### src/rtl/karatsuba_alu.sv
// Three-stage pipelined ALU: ADD, SUB, and a Karatsuba-split MULT, with a
// user tag carried alongside each result and valid/ready flow control.
module karatsuba_alu #(
  parameter int DIN_W  = 16,
  parameter int DOUT_W = 2*DIN_W,
  parameter int TAG_W  = 4
) (
  input  logic              clk,
  input  logic              rst,
  input  logic [DIN_W-1:0]  a_operand_i,
  input  logic [DIN_W-1:0]  b_operand_i,
  input  logic [1:0]        opcode_i,
  input  logic [TAG_W-1:0]  tag_i,
  input  logic              op_valid_i,
  output logic              op_ready_o,
  output logic [DOUT_W-1:0] data_o,
  output logic [TAG_W-1:0]  tag_o,
  output logic              err_o,
  output logic              data_valid_o,
  input  logic              data_ready_i
);

  localparam int HALF_W = DIN_W/2;
  localparam int SUM_W  = HALF_W + 1;
  localparam int Z1_W   = 2*HALF_W + 2;
  localparam int EXT_W  = DOUT_W - DIN_W;

  localparam logic [1:0] OP_ADD  = 2'd0;
  localparam logic [1:0] OP_SUB  = 2'd1;
  localparam logic [1:0] OP_MULT = 2'd2;
  localparam logic [1:0] OP_ILL  = 2'd3;

  // Recombine the three partial products; middle term is never negative.
  function automatic logic [DOUT_W-1:0] kara_combine(
    input logic [DIN_W-1:0] z0,
    input logic [DIN_W-1:0] z2,
    input logic [Z1_W-1:0]  z1
  );
    logic [DOUT_W-1:0] z0_x, z2_x, z1_x, mid;
    z0_x = {{EXT_W{1'b0}}, z0};
    z2_x = {{EXT_W{1'b0}}, z2};
    z1_x = {{(DOUT_W-Z1_W){1'b0}}, z1};
    mid  = z1_x - z0_x - z2_x;
    return (z2_x << DIN_W) + (mid << HALF_W) + z0_x;
  endfunction

  logic stall;

  logic              vld_p1, vld_p2, vld_p3;
  logic [TAG_W-1:0]  tag_p1, tag_p2, tag_p3;
  logic [1:0]        op_p1, op_p2;
  logic [DIN_W-1:0]  z0_p1, z2_p1, z0_p2, z2_p2;
  logic [SUM_W-1:0]  asum_p1, bsum_p1;
  logic [Z1_W-1:0]   z1_p2;
  logic [DOUT_W-1:0] res_p1, res_p2, data_p3;
  logic              err_p3;

  logic [HALF_W-1:0] a_lo, a_hi, b_lo, b_hi;
  logic [DIN_W-1:0]  z0_c, z2_c;
  logic [SUM_W-1:0]  asum_c, bsum_c;
  logic [DOUT_W-1:0] a_x, b_x, res_c;

  assign stall      = vld_p3 & ~data_ready_i;
  assign op_ready_o = ~stall;

  assign a_lo = a_operand_i[HALF_W-1:0];
  assign a_hi = a_operand_i[DIN_W-1:HALF_W];
  assign b_lo = b_operand_i[HALF_W-1:0];
  assign b_hi = b_operand_i[DIN_W-1:HALF_W];

  assign z0_c   = {{HALF_W{1'b0}}, a_lo} * {{HALF_W{1'b0}}, b_lo};
  assign z2_c   = {{HALF_W{1'b0}}, a_hi} * {{HALF_W{1'b0}}, b_hi};
  assign asum_c = {1'b0, a_lo} + {1'b0, a_hi};
  assign bsum_c = {1'b0, b_lo} + {1'b0, b_hi};
  assign a_x    = {{EXT_W{1'b0}}, a_operand_i};
  assign b_x    = {{EXT_W{1'b0}}, b_operand_i};

  always_comb begin
    res_c = '0;
    case (opcode_i)
      OP_ADD:  res_c = a_x + b_x;
      OP_SUB:  res_c = a_x - b_x;
      default: res_c = '0;
    endcase
  end

  always_ff @(posedge clk or posedge rst) begin
    if (rst) begin
      vld_p1 <= 1'b0;
      vld_p2 <= 1'b0;
      vld_p3 <= 1'b0;
    end else if (!stall) begin
      vld_p1 <= op_valid_i;
      vld_p2 <= vld_p1;
      vld_p3 <= vld_p2;
    end
  end

  // S1 -> S2 boundary
  always_ff @(posedge clk) begin
    if (!stall) begin
      tag_p1  <= tag_i;
      op_p1   <= opcode_i;
      z0_p1   <= z0_c;
      z2_p1   <= z2_c;
      asum_p1 <= asum_c;
      bsum_p1 <= bsum_c;
      res_p1  <= res_c;
      tag_p2  <= tag_p1;
      op_p2   <= op_p1;
      z0_p2   <= z0_p1;
      z2_p2   <= z2_p1;
      z1_p2   <= {{(Z1_W-SUM_W){1'b0}}, asum_p1} * {{(Z1_W-SUM_W){1'b0}}, bsum_p1};
      res_p2  <= res_p1;
    end
  end

  // S3: output registers, cleared on reset so outputs read zero
  always_ff @(posedge clk or posedge rst) begin
    if (rst) begin
      data_p3 <= '0;
      tag_p3  <= '0;
      err_p3  <= 1'b0;
    end else if (!stall) begin
      data_p3 <= (op_p2 == OP_MULT) ? kara_combine(z0_p2, z2_p2, z1_p2) : res_p2;
      tag_p3  <= tag_p2;
      err_p3  <= (op_p2 == OP_ILL);
    end
  end

  assign data_o       = data_p3;
  assign tag_o        = tag_p3;
  assign err_o        = err_p3;
  assign data_valid_o = vld_p3;

endmodule
### config.mk
export PLATFORM = sky130hd
export DESIGN_NAME = karatsuba_alu
export DESIGN_NICKNAME = d
export VERILOG_FILES = /design/src/rtl/karatsuba_alu.sv
export SDC_FILE = /design/constraint.sdc
export NUM_CORES = 1
export LEC_CHECK = 0
export BUFFER_PORTS_ARGS = -buffer_cell sky130_fd_sc_hd__buf_2
export CELL_PAD_IN_SITES_DETAIL_PLACEMENT = 0
export CELL_PAD_IN_SITES_GLOBAL_PLACEMENT = 1
export CORE_MARGIN = 5
export CORE_UTILIZATION = 30
export CTS_CLUSTER_SIZE = 14
export DETAILED_ROUTE_END_ITERATION = 16
export PLACE_DENSITY_LB_ADDON = 0.1
export SLEW_MARGIN = 5
export SYNTH_ARGS = -nofsm -noshare
export SYNTH_HDL_FRONTEND = slang
export SYNTH_SLANG_ARGS = --single-unit
export TNS_END_PERCENT = 1
### constraint.sdc
create_clock -name clk -period 6.95 [get_ports clk]
set_input_delay 1.0425 -clock clk [delete_from_list [all_inputs] [get_ports clk]]
set_output_delay 1.0425 -clock clk [all_outputs]
set_load 0.05 [all_outputs]
### Word-level counts from Yosys, hierarchy flattened

Cells that the tools add are included.

* bitwise gates (word level): 3
* reductions and logical operators: 1
* add/sub/neg operators: 8
* mux-type cells: 2
* eq/ne operators: 3
* multiply operators: 3

Operators by type and width (count)
* one-hot mux 32 bit (2 select lines): 1
* adder 32 x 16 -> 32 bit: 1
* adder 32 bit: 1
* multiplier 8 x 8 -> 16 bit: 2
* 2-to-1 mux 32 bit: 1
* subtractor 19 x 17 -> 20 bit: 1
* subtractor 18 x 16 -> 19 bit: 1
* adder 8 x 8 -> 9 bit: 2
* multiplier 9 x 9 -> 18 bit: 1
* adder 16 x 16 -> 17 bit: 1
* subtractor 16 x 16 -> 17 bit: 1
* equality test 2 bit (second input constant): 2
* equality test 2 x 1 -> 1 bit (second input constant): 1
* zero test 2 bit: 1
* NOT 1 bit: 2
* bitwise AND 1 bit: 1

* output and inout port bits: 39
* input bits: 42
* register bits after elaboration: 216
* logic and storage cells: 39

### Longest topological paths before layout

Gate-level depths: netlist of the first run.

* depth after elaboration: 5
* mapped depth: 31

### Worst setup path before layout of the first run

No wires, ideal clock.

* path type: input to output
* start: input port data_ready_i
* end: output port op_ready_o
* arrival: 5.942 ns
* stages on the path: 4
* path slack: -0.034 ns
* buffers on the path: 2
* cell sequence: nor2b_1 inv_1 clkbuf_8 clkbuf_1

* cells in the longest elaborated chain, start to end: 3

RTL lines
* start, declared: RTL line 20 `input logic data_ready_i`
* NOT 1 bit: RTL line 63 `assign stall = vld_p3 & ~data_ready_i;`
* bitwise AND 1 bit: RTL line 63
* NOT 1 bit: RTL line 64 `assign op_ready_o = ~stall;`
* end, declared: RTL line 15 `output logic op_ready_o,`

Every way passes these cells.

### Final worst setup path of the first run

* start: register z1_p2[0]
* end: register data_p3[31] (netlist: data_o[31])

* cells in the longest elaborated chain, start to end: 5

RTL lines
* start, declared: RTL line 54 `logic [Z1_W-1:0] z1_p2;`
* start signal, assigned: RTL line 113 `z1_p2 <= {{(Z1_W-SUM_W){1'b0}}, asum_p1} * {{(Z1_W-SUM_W){1'b0}}, bsum_p1};`
* subtractor 18 x 16 -> 19 bit: RTL line 43 `mid = z1_x - z0_x - z2_x;`
* subtractor 19 x 17 -> 20 bit: RTL line 43
* adder 32 bit: RTL line 44 `return (z2_x << DIN_W) + (mid << HALF_W) + z0_x;`
* adder 32 x 16 -> 32 bit: RTL line 44
* 2-to-1 mux 32 bit: RTL line 125 `data_p3 <= (op_p2 == OP_MULT) ? kara_combine(z0_p2, z2_p2, z1_p2) : res_p2;`
* end signal, assigned: RTL line 125
* end, declared: RTL line 55 `logic [DOUT_W-1:0] res_p1, res_p2, data_p3;`

Every way passes these cells.
A chain may end at the register's enable or synchronous reset.

==> flow_results.xml, run 1 <==
<?xml version="1.0" encoding="UTF-8"?>
<metrics>
  <group name="worst_setup_path">
    <metric name="critPathKind" unit="">reg -&gt; reg</metric>
    <metric name="cp-end-kind" unit="">register</metric>
    <metric name="worstSetupStartpointType" unit="">register</metric>
    <metric name="worst_path_max_delay_cell" unit="">sky130_fd_sc_hd__fa_1</metric>
    <metric name="worst-endpoint-required" unit="ns">7.28</metric>
    <metric name="critical-path-max-stage-delay" unit="ns">0.41</metric>
    <metric name="startpoint" unit="">z1_p2[0]</metric>
    <metric name="path_max_fanout" unit="">5</metric>
    <metric name="critical_path.reg2reg.startpoint" unit="">z1_p2[0]</metric>
    <metric name="critical_path_arrival" unit="ns">6.52</metric>
  </group>
  <group name="die">
    <metric name="fp.dieW" unit="um">248</metric>
    <metric name="std_cell_rows" unit="">87</metric>
    <metric name="io_pins" unit="">81</metric>
    <metric name="initial_utilization" unit="%">30.2</metric>
    <metric name="fp.coreArea" unit="sq mm">0.0563</metric>
    <metric name="floorplan.die_area" unit="sq mm">0.0615</metric>
    <metric name="die-height" unit="um">248</metric>
  </group>
  <group name="place">
    <metric name="detailed_place.area" unit="sq mm">0.0183</metric>
    <metric name="place_hpwl" unit="mm">36.9</metric>
    <metric name="finalWeightedCongestion" unit="">0.866</metric>
    <metric name="port_buffers" unit="">80</metric>
  </group>
  <group name="run_status">
    <metric name="outcome" unit="">completed</metric>
  </group>
  <group name="yosys">
    <metric name="synthesis.nets" unit="">2109</metric>
    <metric name="synth-edff-count" unit="">148</metric>
    <metric name="ys_ff_latch" unit="">188</metric>
    <metric name="proportion_of_register_bits_with_asynchronous_set_or_reset_after_synthesis" unit="%">21.3</metric>
    <metric name="post_syn_area" unit="sq mm">0.0170</metric>
    <metric name="synth.yosys.seq_area_share" unit="%">32.0</metric>
    <metric name="cell_count_after_synthesis" unit="">1722</metric>
    <metric name="post_synth.cell_area_avg" unit="sq um">9.87</metric>
    <metric name="synth-main-ff-cell" unit="">sky130_fd_sc_hd__edfxtp_1</metric>
    <metric name="yosys.cell_types.count" unit="">66</metric>
    <metric name="yosys_warnings" unit="">0</metric>
  </group>
  <group name="timing">
    <metric name="setup_viol" unit="">0</metric>
    <metric name="final_period_minus_worst_setup_slack" unit="ns">6.19</metric>
    <metric name="skew" unit="ns">0.0120</metric>
    <metric name="hold_fails_final_rpt" unit="">0</metric>
    <metric name="fin_crit_sh" unit="%">89.1</metric>
    <metric name="worst_slew_margin_rel" unit="%">41.0</metric>
    <metric name="timing.setup.tns" unit="ns">0</metric>
    <metric name="tightest_slew" unit="ns">0.884</metric>
    <metric name="achievable-frequency" unit="MHz">161</metric>
    <metric name="max_slew_violation_total_from_the_final_report" unit="">0</metric>
    <metric name="grt_setup_unrepaired" unit="">false</metric>
  </group>
  <group name="cells_and_area">
    <metric name="finish.instance_area" unit="sq mm">0.0189</metric>
    <metric name="postLayoutCoreUtil" unit="%">33.5</metric>
    <metric name="nets" unit="">2180</metric>
    <metric name="layout-drive-gt1-share" unit="%">7.59</metric>
    <metric name="area_growth" unit="%">11.0</metric>
    <metric name="layout_common_cells" unit="">257 x sky130_fd_sc_hd__inv_1, 216 x sky130_fd_sc_hd__ha_1, 185 x sky130_fd_sc_hd__nand2_1</metric>
    <metric name="mostFrequentLayoutCell" unit="">sky130_fd_sc_hd__inv_1</metric>
    <metric name="fillers" unit="">5869</metric>
  </group>
  <group name="cts">
    <metric name="clock_tree.htree_level_count" unit="">4</metric>
    <metric name="cts_buffers" unit="">17</metric>
    <metric name="cts_repair_resize_count" unit="">0</metric>
    <metric name="clock_insertion_delay_worst_skew" unit="ns">0.46</metric>
    <metric name="tritoncts" unit="">built</metric>
    <metric name="ctsLongestPathBuffers" unit="">2</metric>
    <metric name="number_of_clock_sinks_seen_by_cts" unit="">188</metric>
    <metric name="cts.clk_slew.worst_paths" unit="ns">0.07</metric>
    <metric name="cts_hold_buf" unit="">0</metric>
    <metric name="post_cts_buffers" unit="">0</metric>
    <metric name="ctsRootBufferMaster" unit="">sky130_fd_sc_hd__clkbuf_16</metric>
  </group>
  <group name="route">
    <metric name="route.final.wire_length" unit="mm">45.3</metric>
    <metric name="vias_per_cell" unit="">4.57</metric>
    <metric name="post_drt_wl_per_cell" unit="um">17.7</metric>
    <metric name="num_vias" unit="">11715</metric>
    <metric name="first_pass_iters" unit="">4</metric>
    <metric name="final_antenna_net_count" unit="">0</metric>
    <metric name="initial_drc_count" unit="">453</metric>
    <metric name="post-route-drc-count" unit="">0</metric>
  </group>
  <group name="min_path">
    <metric name="min_path_type" unit="">reg -&gt; reg</metric>
    <metric name="min_from" unit="">res_p1[3]</metric>
  </group>
  <group name="flow_run">
    <metric name="max_cap_violations" unit="">0</metric>
  </group>
  <group name="global_routing">
    <metric name="total_congestion_overflow_after_global_routing" unit="">0</metric>
    <metric name="grt_max_degree" unit="">77</metric>
    <metric name="first_global_vias" unit="">12711</metric>
    <metric name="grt_usage" unit="%">15.4</metric>
    <metric name="initial_antenna_violation_count" unit="">3</metric>
    <metric name="global_route_wire_length_before_repair" unit="mm">72.8</metric>
  </group>
</metrics>
-- cell families (layout without fill, tap and decap cells) --
group	Yosys count	in the layout	share of synthesized area, %
muxes	7	7	0.434
xor gates and xnor gates	106	106	5.46
buffers and inverters	292	376	6.59
other	0	1	0
and+or+nand+nor	475	475	12.8
adders and majority gates	345	345	31.1
DFF	188	188	32.0
AOI/OAI and AO/OA	309	309	11.6
-- worst paths after layout --
kind	to	slack, ns	cells past startpoint
max in group asynchronous	data_o[28]	5.62	2
min in group asynchronous	tag_o[2]	0.77	2
hold reg to reg	res_p2[3]	0.42	0
setup / recovery	data_o[31]	0.76	31
hold / removal	res_p2[3]	0.42	0
setup reg to reg	data_o[31]	0.76	31
-- final cells by class --
cell class                 instances  area [sq um]  area share [%]
multi-input combinational       1242         10400            55.3
timing repair buffer              85           438            2.32
antenna                            1          2.50          0.0133
inverter                         259           980            5.19
tap                              756           946            5.01
sequential                       188          5450            28.8
clock inverter                    15           198            1.05
clock buffer                      17           425            2.25
-- synth_stat cells, types with 8 or more instances --
cell                       instances  area share [%]
sky130_fd_sc_hd__and2_1           79             2.9
sky130_fd_sc_hd__nor2b_1          21            0.77
sky130_fd_sc_hd__o21ai_1           8            0.24
sky130_fd_sc_hd__nand3_1          12            0.35
sky130_fd_sc_hd__dfrtp_1          40             5.9
sky130_fd_sc_hd__edfxtp_1        148              26
sky130_fd_sc_hd__xnor2_1          73             3.8
sky130_fd_sc_hd__nor2_1          120             2.6
sky130_fd_sc_hd__ha_1            216              16
sky130_fd_sc_hd__clkbuf_1         28            0.62
sky130_fd_sc_hd__a31oi_1          17            0.63
sky130_fd_sc_hd__a21o_1           29             1.3
sky130_fd_sc_hd__fa_1            129              15
sky130_fd_sc_hd__nor3_1           21            0.62
sky130_fd_sc_hd__o21ai_0          54             1.6
sky130_fd_sc_hd__o21a_1           17            0.75
sky130_fd_sc_hd__xor2_1           33             1.7
sky130_fd_sc_hd__inv_1           259             5.7
sky130_fd_sc_hd__nand2_1         185             4.1
sky130_fd_sc_hd__a21oi_1         107             3.1
sky130_fd_sc_hd__o21bai_1         16            0.71
sky130_fd_sc_hd__nand2b_1         13            0.48
-- per-layer routing --
layer  global-route usage (%)  share of wire [%]  up-vias
li1                         -                  -     5881
met5                        0                  0        -
met4                     3.69                1.7        0
met3                     1.81                2.4       33
met1                     21.7                 50     5669
met2                     25.3                 46      132
-- flip-flops by register name (all words and copies together), names as in the netlist, 16 cells and up --
name / cells
data_o: 32
z0_p2: 16
z2_p1: 16
z2_p2: 16
z1_p2: 18
res_p1: 18
res_p2: 18
z0_p1: 16
-- critical path: cells and delay by family (launching register included) --
family,cells,cell delay (ns)
flip-flops,1,0.38
XOR/XNOR,3,0.42
adder cells (fa/ha/maj),4,1.30
buffers and inverters,2,0.11
AND/OR/NAND/NOR,10,1.58
AO/OA/AOI/OAI,12,2.27
-- metrics by stage --
step,std cells,setup WS [ns],hold WS (ns)
global placement,2530,0.858,0.402
finish,2563,0.757,0.416
CTS,2562,0.786,0.418
global route,2562,0.273,0.424
floorplan,1722,1.42,0.400
detailed placement,2530,0.809,0.405
Power of run 1 is left out: the tool's default activity adds up to more than one toggle a clock period on the data nets, which glitch-free logic cannot reach.
==> run 2: changes to the inputs <==
--- a/config.mk
+++ b/config.mk
@@ -13,6 +13,7 @@
 export CTS_CLUSTER_SIZE = 14
 export DETAILED_ROUTE_END_ITERATION = 16
 export PLACE_DENSITY_LB_ADDON = 0.1
+export REMOVE_ABC_BUFFERS = 1
 export SLEW_MARGIN = 5
 export SYNTH_ARGS = -nofsm -noshare
 export SYNTH_HDL_FRONTEND = slang
==> flow_results.xml, run 2 (synthesis gave the netlist of run 1 again) <==
<?xml version="1.0" encoding="UTF-8"?>
<metrics>
  <group name="run_status">
    <metric name="outcome" unit="">completed</metric>
  </group>
  <group name="cts">
    <metric name="post_cts_buffers" unit="">0</metric>
    <metric name="cts.clk_slew.worst_paths" unit="ns">0.08</metric>
    <metric name="tritoncts" unit="">built</metric>
    <metric name="cts_buffers" unit="">17</metric>
    <metric name="cts_repair_resize_count" unit="">0</metric>
    <metric name="ctsLongestPathBuffers" unit="">2</metric>
    <metric name="ctsRootBufferMaster" unit="">sky130_fd_sc_hd__clkbuf_16</metric>
    <metric name="clock_insertion_delay_worst_skew" unit="ns">0.45</metric>
    <metric name="clock_tree.htree_level_count" unit="">4</metric>
    <metric name="number_of_clock_sinks_seen_by_cts" unit="">188</metric>
    <metric name="cts_hold_buf" unit="">0</metric>
  </group>
  <group name="worst_setup_path">
    <metric name="crit_buf_inv" unit="">2</metric>
    <metric name="worst-endpoint-required" unit="ns">7.27</metric>
    <metric name="critical_path_arrival" unit="ns">6.44</metric>
    <metric name="critPathKind" unit="">reg -&gt; reg</metric>
    <metric name="cp-end-kind" unit="">register</metric>
    <metric name="path_max_fanout" unit="">5</metric>
    <metric name="critical-path-max-stage-delay" unit="ns">0.41</metric>
    <metric name="worst_path_max_delay_cell" unit="">sky130_fd_sc_hd__fa_1</metric>
    <metric name="crit_family" unit="">compound AO/OA/AOI/OAI gates</metric>
    <metric name="worstSetupStartpointType" unit="">register</metric>
  </group>
  <group name="place">
    <metric name="place_hpwl" unit="mm">36.7</metric>
    <metric name="finalWeightedCongestion" unit="">0.824</metric>
    <metric name="port_buffers" unit="">80</metric>
  </group>
  <group name="cells_and_area">
    <metric name="mostFrequentLayoutCell" unit="">sky130_fd_sc_hd__inv_1</metric>
    <metric name="area_growth" unit="%">10.8</metric>
    <metric name="layout-drive-gt1-share" unit="%">7.59</metric>
    <metric name="sequential_cell_area" unit="sq mm">0.00545</metric>
    <metric name="layout_common_cells" unit="">257 x sky130_fd_sc_hd__inv_1, 216 x sky130_fd_sc_hd__ha_1, 185 x sky130_fd_sc_hd__nand2_1</metric>
    <metric name="number_of_flip_flops_under_the_largest_register_name" unit="">32</metric>
    <metric name="n_antenna_cell" unit="">0</metric>
    <metric name="area_of_the_multi_input_gates" unit="sq mm">0.0104</metric>
    <metric name="nets" unit="">2180</metric>
    <metric name="fillers" unit="">5882</metric>
  </group>
  <group name="route">
    <metric name="initial_drc_count" unit="">515</metric>
    <metric name="post_drt_wl_per_cell" unit="um">17.6</metric>
    <metric name="first_pass_iters" unit="">5</metric>
    <metric name="route.final.wire_length" unit="mm">45.2</metric>
    <metric name="num_vias" unit="">11669</metric>
    <metric name="post-route-drc-count" unit="">0</metric>
    <metric name="final_antenna_net_count" unit="">0</metric>
    <metric name="vias_per_cell" unit="">4.55</metric>
  </group>
  <group name="global_routing">
    <metric name="first_global_vias" unit="">12535</metric>
    <metric name="grt_usage" unit="%">15.4</metric>
    <metric name="initial_antenna_violation_count" unit="">2</metric>
    <metric name="total_congestion_overflow_after_global_routing" unit="">0</metric>
    <metric name="grt_max_degree" unit="">66</metric>
    <metric name="global_route_wire_length_before_repair" unit="mm">73.0</metric>
  </group>
  <group name="timing">
    <metric name="max_slew_violation_total_from_the_final_report" unit="">0</metric>
    <metric name="final_period_minus_worst_setup_slack" unit="ns">6.12</metric>
    <metric name="grt_setup_unrepaired" unit="">false</metric>
    <metric name="tightest_slew" unit="ns">0.897</metric>
    <metric name="skew" unit="ns">0.0183</metric>
    <metric name="worst_slew_margin_rel" unit="%">40.1</metric>
    <metric name="setup_viol" unit="">0</metric>
    <metric name="hold_fails_final_rpt" unit="">0</metric>
    <metric name="timing.setup.tns" unit="ns">0</metric>
    <metric name="fin_crit_sh" unit="%">88.0</metric>
    <metric name="achievable-frequency" unit="MHz">164</metric>
  </group>
  <group name="die">
    <metric name="floorplan.die_area" unit="sq mm">0.0615</metric>
    <metric name="die-height" unit="um">248</metric>
    <metric name="std_cell_rows" unit="">87</metric>
    <metric name="fp.coreArea" unit="sq mm">0.0563</metric>
    <metric name="fp.dieW" unit="um">248</metric>
    <metric name="initial_utilization" unit="%">30.2</metric>
    <metric name="io_pins" unit="">81</metric>
  </group>
  <group name="min_path">
    <metric name="min_path_type" unit="">reg -&gt; reg</metric>
  </group>
  <group name="flow_run">
    <metric name="max_cap_violations" unit="">0</metric>
  </group>
</metrics>
run 2: area by class of cell:
type | instances | share of cell area, %
Clock buffer | 18 | 2.33
Clock inverter | 14 | 0.803
Sequential cell | 188 | 28.9
Inverter | 259 | 5.20
Multi-Input combinational cell | 1242 | 55.4
Timing Repair Buffer | 85 | 2.32
Tap cell | 756 | 5.02
run 2: path summary, 6_finish.rpt:
kind | from | endpoint | slack (ns) | cells past startpoint
max in group asynchronous | rst | data_o[25] | 5.60 | 2
worst min-delay path | res_p1[2] | res_p2[2] | 0.41 | 0
worst min register to register | res_p1[2] | res_p2[2] | 0.41 | 0
worst max-delay path | z1_p2[0] | data_o[31] | 0.83 | 31
min in group asynchronous | rst | tag_o[1] | 0.77 | 2
worst max register to register | z1_p2[0] | data_o[31] | 0.83 | 31
run 2: per-layer routing:
metal / track usage, % / part of all wire, %
met4: 2.87 / 1.2
met5: 0 / 0
met1: 22.4 / 51
met3: 1.97 / 2.0
met2: 24.9 / 45
run 2: through the flow:
step | cell area (sq um) | utilization (%) | std cells | setup slack, ns | hold WS (ns)
finish | 18800 | 33.5 | 2562 | 0.835 | 0.406
CTS | 18800 | 33.5 | 2562 | 0.816 | 0.409
detailed placement | 18300 | 32.4 | 2530 | 0.835 | 0.405
floorplan | 16900 | - | 1689 | 0.254 | 0.400
global placement | 18300 | 32.4 | 2530 | 0.871 | 0.402
global route | 18800 | 33.5 | 2562 | 0.0775 | 0.414
Power of run 2 is left out for the same reason.
==> run 3: changes to the inputs <==
--- a/config.mk
+++ b/config.mk
@@ -8,11 +8,12 @@
 export BUFFER_PORTS_ARGS = -buffer_cell sky130_fd_sc_hd__buf_2
 export CELL_PAD_IN_SITES_DETAIL_PLACEMENT = 0
 export CELL_PAD_IN_SITES_GLOBAL_PLACEMENT = 1
+export CORE_ASPECT_RATIO = 1.4
 export CORE_MARGIN = 5
 export CORE_UTILIZATION = 30
 export CTS_CLUSTER_SIZE = 14
 export DETAILED_ROUTE_END_ITERATION = 16
-export PLACE_DENSITY_LB_ADDON = 0.1
+export PLACE_DENSITY = 0.63
 export REMOVE_ABC_BUFFERS = 1
 export SLEW_MARGIN = 5
 export SYNTH_ARGS = -nofsm -noshare
==> flow_results.xml, run 3 (synthesis gave the netlist of run 1 again) <==
<?xml version="1.0" encoding="UTF-8"?>
<metrics>
  <group name="run_status">
    <metric name="outcome" unit="">completed</metric>
  </group>
  <group name="cells_and_area">
    <metric name="layout-drive-gt1-share" unit="%">7.53</metric>
    <metric name="area_growth" unit="%">10.8</metric>
    <metric name="nets" unit="">2180</metric>
    <metric name="n_antenna_cell" unit="">0</metric>
    <metric name="layout_common_cells" unit="">257 x sky130_fd_sc_hd__inv_1, 216 x sky130_fd_sc_hd__ha_1, 185 x sky130_fd_sc_hd__nand2_1</metric>
    <metric name="mostFrequentLayoutCell" unit="">sky130_fd_sc_hd__inv_1</metric>
    <metric name="fillers" unit="">5757</metric>
    <metric name="number_of_flip_flops_under_the_largest_register_name" unit="">32</metric>
  </group>
  <group name="timing">
    <metric name="setup_viol" unit="">0</metric>
    <metric name="grt_setup_unrepaired" unit="">false</metric>
    <metric name="tightest_slew" unit="ns">0.920</metric>
    <metric name="achievable-frequency" unit="MHz">162</metric>
    <metric name="timing.setup.tns" unit="ns">0</metric>
    <metric name="skew" unit="ns">0.0109</metric>
    <metric name="worst_slew_margin_rel" unit="%">38.7</metric>
    <metric name="max_slew_violation_total_from_the_final_report" unit="">0</metric>
    <metric name="fin_crit_sh" unit="%">88.9</metric>
    <metric name="hold_fails_final_rpt" unit="">0</metric>
    <metric name="final_period_minus_worst_setup_slack" unit="ns">6.18</metric>
  </group>
  <group name="worst_setup_path">
    <metric name="timing.reg2reg.worst_path_depth" unit="">31</metric>
    <metric name="critical-path-max-stage-delay" unit="ns">0.41</metric>
    <metric name="crit_family" unit="">compound AO/OA/AOI/OAI gates</metric>
    <metric name="critPathKind" unit="">reg -&gt; reg</metric>
    <metric name="worst_path_max_delay_cell" unit="">sky130_fd_sc_hd__fa_1</metric>
    <metric name="critical_path.reg2reg.startpoint" unit="">z1_p2[0]</metric>
    <metric name="worstSetupStartpointType" unit="">register</metric>
    <metric name="critical_path_arrival" unit="ns">6.50</metric>
    <metric name="worst_r2r_endpoint" unit="">data_o[31]</metric>
    <metric name="crit_buf_inv" unit="">2</metric>
    <metric name="path_max_fanout" unit="">5</metric>
    <metric name="worst-r2r-setup-slack" unit="ns">0.77</metric>
    <metric name="worst-endpoint-required" unit="ns">7.27</metric>
    <metric name="cp-end-kind" unit="">register</metric>
  </group>
  <group name="cts">
    <metric name="clock_tree.htree_level_count" unit="">4</metric>
    <metric name="number_of_clock_sinks_seen_by_cts" unit="">188</metric>
    <metric name="cts_buffers" unit="">17</metric>
    <metric name="post_cts_buffers" unit="">0</metric>
    <metric name="cts.clk_slew.worst_paths" unit="ns">0.08</metric>
    <metric name="cts_hold_buf" unit="">0</metric>
    <metric name="tritoncts" unit="">built</metric>
    <metric name="ctsLongestPathBuffers" unit="">2</metric>
    <metric name="cts_repair_resize_count" unit="">0</metric>
    <metric name="ctsRootBufferMaster" unit="">sky130_fd_sc_hd__clkbuf_16</metric>
    <metric name="clock_insertion_delay_worst_skew" unit="ns">0.46</metric>
  </group>
  <group name="global_routing">
    <metric name="initial_antenna_violation_count" unit="">1</metric>
    <metric name="global_route_wire_length_before_repair" unit="mm">68.4</metric>
    <metric name="total_congestion_overflow_after_global_routing" unit="">0</metric>
    <metric name="grt_usage" unit="%">14.0</metric>
    <metric name="grt_max_degree" unit="">77</metric>
    <metric name="first_global_vias" unit="">12658</metric>
  </group>
  <group name="die">
    <metric name="die-height" unit="um">292</metric>
    <metric name="initial_utilization" unit="%">30.2</metric>
    <metric name="io_pins" unit="">81</metric>
    <metric name="fp.dieW" unit="um">211</metric>
    <metric name="floorplan.die_area" unit="sq mm">0.0616</metric>
    <metric name="std_cell_rows" unit="">103</metric>
    <metric name="fp.coreArea" unit="sq mm">0.0563</metric>
  </group>
  <group name="route">
    <metric name="first_pass_iters" unit="">5</metric>
    <metric name="vias_per_cell" unit="">4.64</metric>
    <metric name="num_vias" unit="">11793</metric>
    <metric name="route.final.wire_length" unit="mm">41.7</metric>
    <metric name="post-route-drc-count" unit="">0</metric>
    <metric name="final_antenna_net_count" unit="">0</metric>
    <metric name="post_drt_wl_per_cell" unit="um">16.4</metric>
    <metric name="initial_drc_count" unit="">560</metric>
  </group>
  <group name="place">
    <metric name="finalWeightedCongestion" unit="">0.892</metric>
    <metric name="place_hpwl" unit="mm">34.3</metric>
    <metric name="port_buffers" unit="">80</metric>
  </group>
  <group name="flow_run">
    <metric name="max_cap_violations" unit="">0</metric>
  </group>
  <group name="min_path">
    <metric name="min_from" unit="">z0_p1[9]</metric>
    <metric name="hold_end" unit="">z0_p2[9]</metric>
    <metric name="hold_path_depth" unit="">0</metric>
    <metric name="min_path_type" unit="">reg -&gt; reg</metric>
  </group>
</metrics>
[run 3: cell count changes in the layout (fill, tap and decap cells not counted), sizes merged]
cell,change
bufinv,-1
clkbuf,-1
inv,+1
clkinv,+1
[run 3: final cells by class]
cell class | count | area (sq um) | area share, %
multi-input combinational | 1242 | 10400 | 55.5
sequential | 188 | 5450 | 28.9
inverter | 259 | 977 | 5.19
tap | 735 | 920 | 4.88
timing repair buffer | 85 | 438 | 2.33
clock buffer | 17 | 425 | 2.26
clock inverter | 15 | 181 | 0.963
[run 3: worst max-delay path by stage]
stage | from | to | cells after the start
after floorplan | data_ready_i | data_o[26] | 4
after detailed placement | z1_p2[0] | data_o[31] | 31
after global placement | z1_p2[0] | data_o[31] | 31
final | z1_p2[0] | data_o[31] | 31
after global routing | z1_p2[0] | data_o[31] | 31
after CTS | z1_p2[0] | data_o[31] | 31
[run 3: stage by stage]
step / instances / hold slack, ns / worst slack [ns] / utilization [%] / cell area [sq um]
3_3_place_gp: 2509 / 0.402 / 0.820 / 32.4 / 18200
3_5_place_dp: 2509 / 0.405 / 0.789 / 32.4 / 18200
4_1_cts: 2541 / 0.422 / 0.768 / 33.4 / 18800
2_1_floorplan: 1689 / 0.400 / 0.254 / - / 16900
5_1_grt: 2541 / 0.429 / 0.135 / 33.4 / 18800
6_report: 2541 / 0.422 / 0.769 / 33.4 / 18800
[run 3: metal layers]
metal  global-route usage [%]  vias up  share of wire (%)  wire length, um
met2                     24.5      183                 50            20800
met1                     17.8     5659                 45            18600
met5                        0        -              0.031               13
met4                     5.25        2                3.1             1310
met3                     1.34       61                2.5             1050
li1                         -     5888                  -                -
Power of run 3 is left out for the same reason.
